[src/rtl/serial_parity_tx.sv]
`default_nettype none
// ============================================================================
// Module      : serial_parity_tx
// Description : EN/I serial transmitter. Sends a word LSB-first, then a parity
//               bit, then a mandatory one-cycle EN-low gap. Optional macro
//               SERIAL_PARITY_TX_ERR_INJ_EN adds INJ to invert one frame's parity.
// Revision    : 1.0 - initial release
// ============================================================================
module serial_parity_tx #(
  parameter int DATA_W     = 8,
  parameter bit PARITY_ODD = 1'b0
) (
  input  logic              CLK,
  input  logic              RSTN,
  input  logic              LOAD,
`ifdef SERIAL_PARITY_TX_ERR_INJ_EN
  input  logic              INJ,
`endif
  input  logic [DATA_W-1:0] D,
  output logic              READY,
  output logic              EN,
  output logic              I,
  output logic              DONE
);

  localparam int CNT_W = $clog2(DATA_W + 1);
  localparam logic [CNT_W-1:0] LAST_BIT = CNT_W'(DATA_W - 1);

  typedef enum logic [1:0] {
    IDLE = 2'd0,
    DATA = 2'd1,
    PAR  = 2'd2,
    GAP  = 2'd3
  } state_t;

  state_t            state, state_nx;
  logic [DATA_W-1:0] shreg, shreg_nx;
  logic [CNT_W-1:0]  cnt, cnt_nx;
  logic              par, par_nx;
  logic              ready_nx, en_nx, i_nx, done_nx;
  logic              inj_bit;

`ifdef SERIAL_PARITY_TX_ERR_INJ_EN
  assign inj_bit = INJ;
`else
  assign inj_bit = 1'b0;
`endif

  // Outputs are computed for the next state and registered, so shreg holds
  // the bits still to be sent after the one currently on I.
  always_comb begin
    state_nx = state;
    shreg_nx = shreg;
    cnt_nx   = cnt;
    par_nx   = par;
    ready_nx = 1'b0;
    en_nx    = 1'b0;
    i_nx     = 1'b0;
    done_nx  = 1'b0;
    case (state)
      IDLE: begin
        if (LOAD) begin
          state_nx = DATA;
          shreg_nx = D >> 1;
          cnt_nx   = '0;
          par_nx   = (^D) ^ PARITY_ODD ^ inj_bit;
          en_nx    = 1'b1;
          i_nx     = D[0];
        end else begin
          ready_nx = 1'b1;
        end
      end
      DATA: begin
        shreg_nx = shreg >> 1;
        cnt_nx   = cnt + CNT_W'(1);
        en_nx    = 1'b1;
        if (cnt == LAST_BIT) begin
          state_nx = PAR;
          i_nx     = par;
        end else begin
          i_nx     = shreg[0];
        end
      end
      PAR: begin
        state_nx = GAP;
        done_nx  = 1'b1;
      end
      GAP: begin
        state_nx = IDLE;
        ready_nx = 1'b1;
        shreg_nx = '0;
        cnt_nx   = '0;
        par_nx   = 1'b0;
      end
      default: begin
        state_nx = IDLE;
        ready_nx = 1'b1;
      end
    endcase
  end

  always_ff @(posedge CLK or negedge RSTN) begin
    if (!RSTN) begin
      state <= IDLE;
      shreg <= '0;
      cnt   <= '0;
      par   <= 1'b0;
      READY <= 1'b1;
      EN    <= 1'b0;
      I     <= 1'b0;
      DONE  <= 1'b0;
    end else begin
      state <= state_nx;
      shreg <= shreg_nx;
      cnt   <= cnt_nx;
      par   <= par_nx;
      READY <= ready_nx;
      EN    <= en_nx;
      I     <= i_nx;
      DONE  <= done_nx;
    end
  end

endmodule
`default_nettype wire

[config.mk]
export PLATFORM = sky130hd
export DESIGN_NAME = serial_parity_tx
export DESIGN_NICKNAME = d
export VERILOG_FILES = /design/src/rtl/serial_parity_tx.sv
export SDC_FILE = /design/constraint.sdc
export NUM_CORES = 1
export LEC_CHECK = 0
export ABC_AREA = 1
export BUFFER_PORTS_ARGS = -buffer_cell sky130_fd_sc_hd__buf_2
export CELL_PAD_IN_SITES_DETAIL_PLACEMENT = 1
export CELL_PAD_IN_SITES_GLOBAL_PLACEMENT = 1
export CORE_UTILIZATION = 43
export CTS_BUF_LIST = sky130_fd_sc_hd__clkbuf_8 sky130_fd_sc_hd__clkbuf_16
export DETAILED_ROUTE_END_ITERATION = 8
export GPL_TIMING_DRIVEN = 0
export PLACE_DENSITY = 0.83
export SLEW_MARGIN = 20
export SYNTH_ARGS = -nofsm -noshare
export SYNTH_HDL_FRONTEND = slang
export SYNTH_SLANG_ARGS = --single-unit
[constraint.sdc]
create_clock -name CLK -period 3.5 [get_ports CLK]
set_input_delay 0.525 -clock CLK [delete_from_list [all_inputs] [get_ports CLK]]
set_output_delay 0.525 -clock CLK [all_outputs]
set_load 0.02 [all_outputs]
# Word-level counts from Yosys, hierarchy flattened
# Cells that the tools add are included.
[word_totals]
input_bits = 11
out_inout_bits = 4
regBits = 19
word_cells = 39
[classes]
n_mux = 17
eq_ne = 6
n_addsub = 1
reduce_logical = 7
[ops]
columns = ["cell", "n"]
rows = [
  ["$pmux 8 s3", 1],
  ["$pmux 4 s3", 1],
  ["$mux 8", 1],
  ["$pmux 1 s2", 4],
  ["$pmux 2 s4", 1],
  ["$reduce_xor 8->1", 1],
  ["$mux 1", 6],
  ["$reduce_and 2->1", 3],
  ["$add 4x1->4 const B", 1],
  ["$eq 2x2->1 const B", 2],
  ["$eq 4x3->1 const B", 1],
  ["$mux 2", 2],
  ["$mux 4", 1],
  ["$ne 2x2->1 const B", 2],
  ["$reduce_bool 3->1", 1],
  ["$eq 2x1->1 const B", 1],
  ["$logic_not 2->1", 1],
  ["$reduce_bool 2->1", 1],
]

# Longest topological paths before layout
# Gate-level depths: netlist of the first run.
[depth]
depth_word = 3
mapped_depth = 9

# Worst setup path before layout of the first run
# OpenSTA, ideal clock, no wires.
[synth_timing]
kind = "register -> register"
start = "reg state[1]"
end = "reg cnt[3]"
setup_time_ps = 119
path_stages_with_launch = 10
n_path_buf = 0
t_arrival_ps = 1302
path_slack_ps = 2080
path_cell_list = "dfrtp_1 > inv_1 > ha_1 > inv_2 > nand2_4 > nand2_4 > nand2_4 > nand2_1 > xor2_1 > nor2_2"
[synth_between]
elab_chain_cells = 3
word_cells_on_any_way = 7
classes_between = "3 x eq/ne; 1 x mux; 3 x reduce/logical"
[synth_lines]
columns = ["element", "line_no", "source"]
rows = [
  ["start, declared", "36", "state_t state, state_nx;"],
  ["start signal, assigned", "113", "state <= state_nx;"],
  ["$eq 2x1->1 (tied with other cells)", "60", "case (state)"],
  ["$reduce_bool 3->1 (no line) / $ne 2x2->1 (equally long branches)", "n/a", ""],
  ["$reduce_and 2->1 (no line)", "n/a", ""],
  ["end signal, assigned", "115", "cnt <= cnt_nx;"],
  ["end, declared", "38", "logic [CNT_W-1:0] cnt, cnt_nx;"],
]
# Several ways; a longest one is shown, not always the timed one.
# A chain may end at the register's enable or synchronous reset.

# Final worst setup path of the first run
# Ends and elaborated chain as after synthesis.

==> results of run 1 <==
[critical path, stage by stage, from the launching register on]
cell	delay, ps
dfrtp_1	410
inv_1	110
ha_1	310
inv_2	160
nand2_4	130
nand2_4	60
nand2_4	120
nand2_1	80
xor2_1	170
nor2_2	50
[registers in the layout, indices dropped and copies added (netlist names)]
signal  count
DONE        1
EN          1
I           1
READY       1
cnt         4
par         1
shreg       7
state       2
[layout by cell type, fill, tap and decap left out]
cell and count:
a21oi_1 4, a22oi_1 1, buf_2 14, buf_6 1, clkbuf_8 4, dfrtp_1 17
dfstp_2 1, ha_1 5, inv_1 27, inv_2 1, nand2_1 41, nand2_4 3
nand3_1 4, nor2_1 7, nor2_2 1, nor3_1 1, o21ai_0 6, o21ai_1 8
o22ai_1 6, or2_1 1, xor2_1 1
[final timing paths]
path	endpoint	cells after the start	slack, ps
worst min-delay path	shreg[3]	1	190
max in group asynchronous	READY	1	2980
worst min register to register	shreg[2]	2	530
min in group CLK	shreg[2]	2	530
worst max register to register	cnt[3]	9	1800
worst max-delay path	cnt[3]	9	1800
[area by class of cell]
class | count | area (um2)
well taps | 28 | 35.0
clock buffers | 4 | 55.1
repair buffers | 14 | 70.1
inverters | 28 | 105
flip-flops and latches | 18 | 452
plain buffers | 1 | 11.3
fillers | 298 | 1050
multi-input cells | 89 | 458
[synthesized netlist by cell type]
cell type / n
xor2_1: 1
dfrtp_1: 17
a21oi_1: 4
nor2_2: 1
nor3_1: 1
inv_1: 27
a22oi_1: 1
o22ai_1: 6
inv_2: 1
o21ai_0: 6
o21ai_1: 8
ha_1: 5
nor2_1: 7
buf_6: 1
dfstp_2: 1
nand2_1: 41
or2_1: 1
nand3_1: 4
nand2_4: 3
[power by group]
| group | switching [uW] | leakage [uW] | internal (uW) |
|---|---|---|---|
| sequential | 37.7 | 0.000229 | 298 |
| clock | 72.2 | 0.0000288 | 100 |
| combinational | 344 | 0.000407 | 170 |
| total | 454 | 0.000665 | 568 |
[stage by stage]
stage	worst slack, ps	total power, uW	hold WS (ps)	util	instances
final	1800	1020	189	0.531	182
after global routing	1690	1100	220	0.531	182
after CTS	1780	1030	209	0.531	182
after detailed placement	1800	841	479	0.506	178
after global placement	1870	808	467	0.506	178
after floorplan	2080	706	229	-	136
[cell families after synthesis]
group	synth area share
flip-flops	0.440
adder cells (fa/ha/maj)	0.0610
XOR/XNOR	0.00854
buffers and inverters	0.113
AND/OR/NAND/NOR	0.245
AO/OA/AOI/OAI	0.132
[layer usage]
metal  track usage  up-vias  part of all wire  wire length, um
li1              -      458                 -                -
met1         0.275      439              0.46             1170
met2         0.416       15              0.49             1240
met3        0.0536        6             0.026               66
met4        0.0694        0             0.017               44
met5             0        -                 0                0
==> results.yml, run 1 <==
synthesis:
  synth.top_cells.by_area: "dfrtp_1 (41%), nand2_1 (15%), inv_1 (9.9%)"
  ys_seq_area_frac: 0.440
  syn_avg_cell_area_um2: 7.54
  synth_top_area_share: 0.415
  ys_ff_latch: 18
  ys_warn_count: 0
  yosys.area.top_type: "dfrtp_1"
  syn_area_um2: 1030
  synth_cell_types: 19
  synth_nets: 152
  synthesis.instances: 136
clocking:
  clock_path_buffers: 2
  cts_root_buf: "clkbuf_8"
  clkLatencyLatePin_ps: 250
  tritoncts: "done"
  cts_hold_buf: 0
  cts_resized: 0
  cts.reportedPaths.clkPinSlew_ps: 70
  cts_setup_buffers: 0
  cts_sinks: 18
  htree_levels: 1
  numCtsBuffers: 3
floorplanning:
  rows: 17
  pin_count: 15
  die_y_um: 50.8
  die_area_um2: 2590
  start_util: 0.459
  coreArea_um2: 2230
  die_w_um: 50.8
sta:
  final_max_slew_viol_count: 0
  tightest_slew_ps: 411
  tns_ps: 0
  grt_setup_unrepaired: "false"
  slew_headroom: 0.726
  finalHoldViolCount: 0
  setup_viol_count_final: 0
  fmax_mhz: 587
  min_period_over_period: 0.487
  finalClockSkew_ps: 3.80
  final.min_clock_period_ps: 1700
grt:
  grt_max_degree: 19
  grt_pass1_vias: 999
  grt_overflow: 0
  grt_pass1_wl_um: 4490
  antenna_found_initial: 0
  grt_util_all_layers: 0.232
final_layout:
  layout.nets: 171
  area_growth_pct: 15.6
  diodes: 0
  drive_gt1_frac: 0.162
  fin_area_um2: 1190
drt:
  ant_nets: 0
  wirelength_um: 2520
  num_vias: 918
  wl_per_cell_um: 13.8
  drt_pre_antenna_iters: 4
  drtIter0Drc: 8
  routed_via_density: 5.04
  drc: 0
pwr:
  power_density_nw_per_um2: 862
  leakage_uw: 0.000665
  ir_drop_mv: 0.587
outcome:
  status: "finished clean"
setup_path:
  r2r-start: "state[1]"
  critical_path_class: "flop to flop"
  worstSetupStartpointType: "flop"
  path_max_fanout: 10
  required_ps: 3640
  startpoint: "state[1]"
  cp.arrival_ps: 1850
  end_kind: "flop"
placed_design:
  io_buffers: 14
  place_area_um2: 1130
  dp_hpwl_um: 1870
  gp_congestion: 0.779
job:
  max_cap_violations: 0
min_path:
  hold_class: "input port to asynchronous set/reset pin"
Note: power is estimated with default switching activity, not from simulation.
==> run 2, diff against run 1 <==
Settings changed: CORE_UTILIZATION 43 to 36, PLACE_DENSITY 0.83 to 0.74.
Clock period 3.5 ns to 1.5 ns, I/O delays scaled along.
==> results.yml, run 2 (same netlist as run 1, synthesis figures left out) <==
sta:
  setup_viol_count_final: 0
  finalClockSkew_ps: 0.907
  final.min_clock_period_ps: 1400
  final_max_slew_viol_count: 0
  fmax_mhz: 714
  hold_ws_ps: 271
  min_period_over_period: 0.933
  tns_ps: 0
  slew_headroom: 0.727
  finalHoldViolCount: 0
  tightest_slew_ps: 410
setup_path:
  critical_path_class: "flop to flop"
  required_ps: 1650
  path_max_fanout: 9
  end_kind: "flop"
  worstSetupStartpointType: "flop"
  cp.arrival_ps: 1550
floorplanning:
  start_util: 0.396
  die_w_um: 55.4
  rows: 18
  coreArea_um2: 2590
  die_y_um: 55.4
  die_area_um2: 3070
  pin_count: 15
drt:
  drt_pre_antenna_iters: 3
  routed_via_density: 4.86
  ant_nets: 0
  num_vias: 914
  wl_per_cell_um: 12.8
  drtIter0Drc: 4
  drc: 0
  wirelength_um: 2410
clocking:
  cts.reportedPaths.clkPinSlew_ps: 70
  cts_sinks: 18
  numCtsBuffers: 3
  clock_path_buffers: 2
  tritoncts: "done"
  htree_levels: 1
  clkLatencyLatePin_ps: 250
  cts_root_buf: "clkbuf_8"
final_layout:
  multi_input_area_um2: 529
  top_regs: "shreg x7, cnt x4, state x2"
  final-seq-area_um2: 452
  layout.nets: 175
  n_fill_cell: 323
  diodes: 0
  largest_reg_flops: 7
  final_common_cell: "nand2_1"
  area_growth_pct: 26.7
  drive_gt1_frac: 0.247
  final_cell_mix: "nand2_1 (39), inv_1 (24), dfrtp_1 (17)"
  regMostFlops: "shreg"
pwr:
  leakage_uw: 0.000694
  ir_drop_mv: 1.83
  power_density_nw_per_um2: 2040
placed_design:
  io_buffers: 14
  gp_congestion: 0.767
  dp_hpwl_um: 1810
grt:
  grt_overflow: 0
  grt_pass1_wl_um: 4310
  antenna_found_initial: 0
  grt_pass1_vias: 989
  grt_max_degree: 19
  grt_util_all_layers: 0.175
min_path:
  hold_class: "input port to flop"
job:
  max_cap_violations: 0
outcome:
  status: "finished clean"
run 2: cell count changes in the layout (fill, tap and decap cells not counted), moves of 2 or more:
cell / delta
buf_4: +3
nand2_1: -2
nand2_8: +2
inv_2: +2
ha_1: -3
inv_1: -3
ha_4: +2
run 2: stage by stage:
step	setup slack, ps	area (um2)	utilization	cells	total power, uW
2_1_floorplan	79.8	1030	-	136	1650
3_3_place_gp	-130	1130	0.438	180	1900
3_5_place_dp	-175	1130	0.438	180	1970
4_1_cts	13.0	1220	0.471	185	2450
5_1_grt	-42.5	1300	0.502	188	2880
6_report	99.8	1300	0.502	188	2650
run 2: repair_timing:
item / CTS / global route
hold endpoints to repair: 17 / 0
pin swaps: 0 / 1
hold buffers: 1 / 0
endpoints found under the setup margin: 12 / 7
gates resized for setup: 8 / 11
setup buffers: 0 / 3
run 2: final cells by class:
type	count	share of cell area
flip-flops and latches	18	0.347
inverters	28	0.0866
repair buffers	18	0.0789
well taps	30	0.0289
clock buffers	4	0.0423
multi-input cells	89	0.407
plain buffers	1	0.00866
run 2: report_power, final:
group          leakage [uW]  internal (uW)  switching (uW)  total (uW)
combinational      0.000437            568             898        1470
clock             0.0000288            233             165         399
sequential         0.000229            695            89.3         784
run 2: routing by layer:
layer	vias to the layer above	global-route usage	wire length (um)
li1	463	-	-
met1	440	0.232	1170
met2	11	0.291	1180
met3	0	0.0492	62
met4	0	0.0214	0
met5	-	0	0
run 2: critical path: stages (launching register included):
cell,delay [ps]
dfrtp_1,430
ha_2,230
inv_2,120
nand2_8,80
nand2_4,80
nand2_8,80
nand2_2,90
xor2_2,150
nor2_2,40
run 2: worst paths after layout:
path / to / depth (start not counted) / startpoint / slack (ps)
setup / recovery: cnt[3] / 8 / state[0] / 100
hold / removal: I / 3 / D[0] / 270
setup reg to reg: cnt[3] / 8 / state[0] / 100
hold reg to reg: par / 2 / par / 500
max in group asynchronous: READY / 2 / RSTN / 750
min in group asynchronous: shreg[2] / 2 / RSTN / 430
==> run 3, diff against run 2 <==
Settings changed: REMOVE_ABC_BUFFERS set to 1.
==> results.yml, run 3 (same netlist as run 1, synthesis figures left out) <==
outcome:
  status: "complete, but fails checks"
  violations: "negative setup slack"
setup_path:
  cp.depth: 9
  crit_chain: "inv_2 > ha_4 > inv_8 > nand2_8 > nand2_8 > nand2_8 > nand2_1 > xor2_1 > nor2_2"
  regToRegEndpoint: "cnt[3]"
  worstSetupStartpointType: "flop"
  cpPeakStageDelay_ps: 420
  startpoint: "state[1]"
  critical_path_class: "flop to flop"
  r2r.worst_path.cells: 9
  worst-path-buf-inv: 2
  path_max_fanout: 10
  cp.arrival_ps: 1660
  required_ps: 1650
  endpoint: "cnt[3]"
  end_kind: "flop"
  r2r_slack_ps: -10
  slowest_stage: "dfrtp_1"
  r2r-start: "state[1]"
  crit_top_cell: "nand2_8"
  crit_family: "flip-flops"
clocking:
  clkLatencyLatePin_ps: 260
  tritoncts: "done"
  clock_path_buffers: 2
  numCtsBuffers: 3
  htree_levels: 1
  cts.reportedPaths.clkPinSlew_ps: 70
  cts_sinks: 18
  cts_root_buf: "clkbuf_8"
sta:
  setup_ws_ps: -13.0
  finalClockSkew_ps: 1.36
  slew_headroom: 0.710
  tightest_slew_ps: 435
  final_max_slew_viol_count: 0
  tns_ps: -13.0
  finalHoldViolCount: 0
  fmax_mhz: 661
  min_period_over_period: 1.01
  final.min_clock_period_ps: 1510
  setup_viol_count_final: 1
  hold_ws_ps: 252
final_layout:
  final_common_cell: "nand2_1"
  final_cell_mix: "nand2_1 (40), inv_1 (23), dfrtp_1 (17)"
  n_fill_cell: 324
  regMostFlops: "shreg"
  top_regs: "shreg x7, cnt x4, state x2"
  final_util: 0.529
  largest_reg_flops: 7
  drive_gt1_frac: 0.280
  diodes: 0
  layout.cells.non_filler: 198
  layout.nets: 185
  area_growth_pct: 33.7
floorplanning:
  die_w_um: 55.4
  coreArea_um2: 2590
  start_util: 0.396
  die_y_um: 55.4
  pin_count: 15
  die_area_um2: 3070
  rows: 18
job:
  max_cap_violations: 0
drt:
  ant_nets: 0
  wirelength_um: 3190
  routed_via_density: 5.11
  drc: 0
  wl_per_cell_um: 16.1
  drtIter0Drc: 23
  num_vias: 1011
  drt_pre_antenna_iters: 4
pwr:
  power_density_nw_per_um2: 2260
  leakage_uw: 0.000741
  ir_drop_mv: 1.17
grt:
  grt_overflow: 0
  grt_max_degree: 19
  grt_pass1_vias: 979
  grt_pass1_wl_um: 4310
  grt_util_all_layers: 0.181
  antenna_found_initial: 0
placed_design:
  gp_congestion: 0.711
  place_ws_ps: -290
  io_buffers: 14
  dp_hpwl_um: 1840
  dp_cells: 179
min_path:
  hold_class: "input port to flop"
  hold_path.startpoint: "D[7]"
run 3: stage by stage:
step	power [uW]	cell area (um2)
detailed placement	1910	1120
CTS	2410	1210
global placement	1840	1120
floorplan	1600	1010
finish	3110	1370
global route	3320	1370
run 3: power breakdown:
part           internal [uW]  switching [uW]  leakage, uW  total (uW)
registers                695             101     0.000229         797
logic                    812            1080     0.000483        1890
clock network            234             181    0.0000288         415
total                   1740            1360     0.000741        3110
run 3: how the worst min path moves through the flow:
stage               endpoint  slack [ps]  depth (start not counted)
floorplan               DONE         -70                          0
global placement    shreg[2]         180                          1
detailed placement  shreg[1]         190                          1
CTS                 shreg[6]         240                          3
global route        shreg[6]         260                          3
finish              shreg[6]         250                          3
run 3: worst register-to-register path, stage by stage, from the launching register on:
cell and delay (ps):
dfrtp_1 420, inv_2 120, ha_4 210, inv_8 70, nand2_8 90, nand2_8 70, nand2_8 80, nand2_1 70
xor2_1 220, nor2_2 60
run 3: layout make-up:
class / instances / area [um2] / area share
tap: 30 / 37.5 / 0.0274
inverter: 28 / 115 / 0.0839
sequential: 18 / 452 / 0.329
clock buffer: 4 / 55.1 / 0.0401
multi-input combinational: 90 / 534 / 0.390
timing repair buffer: 28 / 178 / 0.130
run 3: timing repair:
item	4_1_cts	5_1_grt
setup buffers	0	13
hold endpoints to repair	17	0
setup endpoints to repair	11	6
resized for setup	6	14
pin swaps	0	3
hold buffers	1	0
gates cloned	0	1
run 3: layer usage:
metal  track usage  part of all wire  up-vias
li1              -                 -      491
met1         0.216              0.41      493
met2         0.310              0.53       18
met3        0.0351             0.026        9
met4        0.0893             0.032        0
met5             0                 0        -
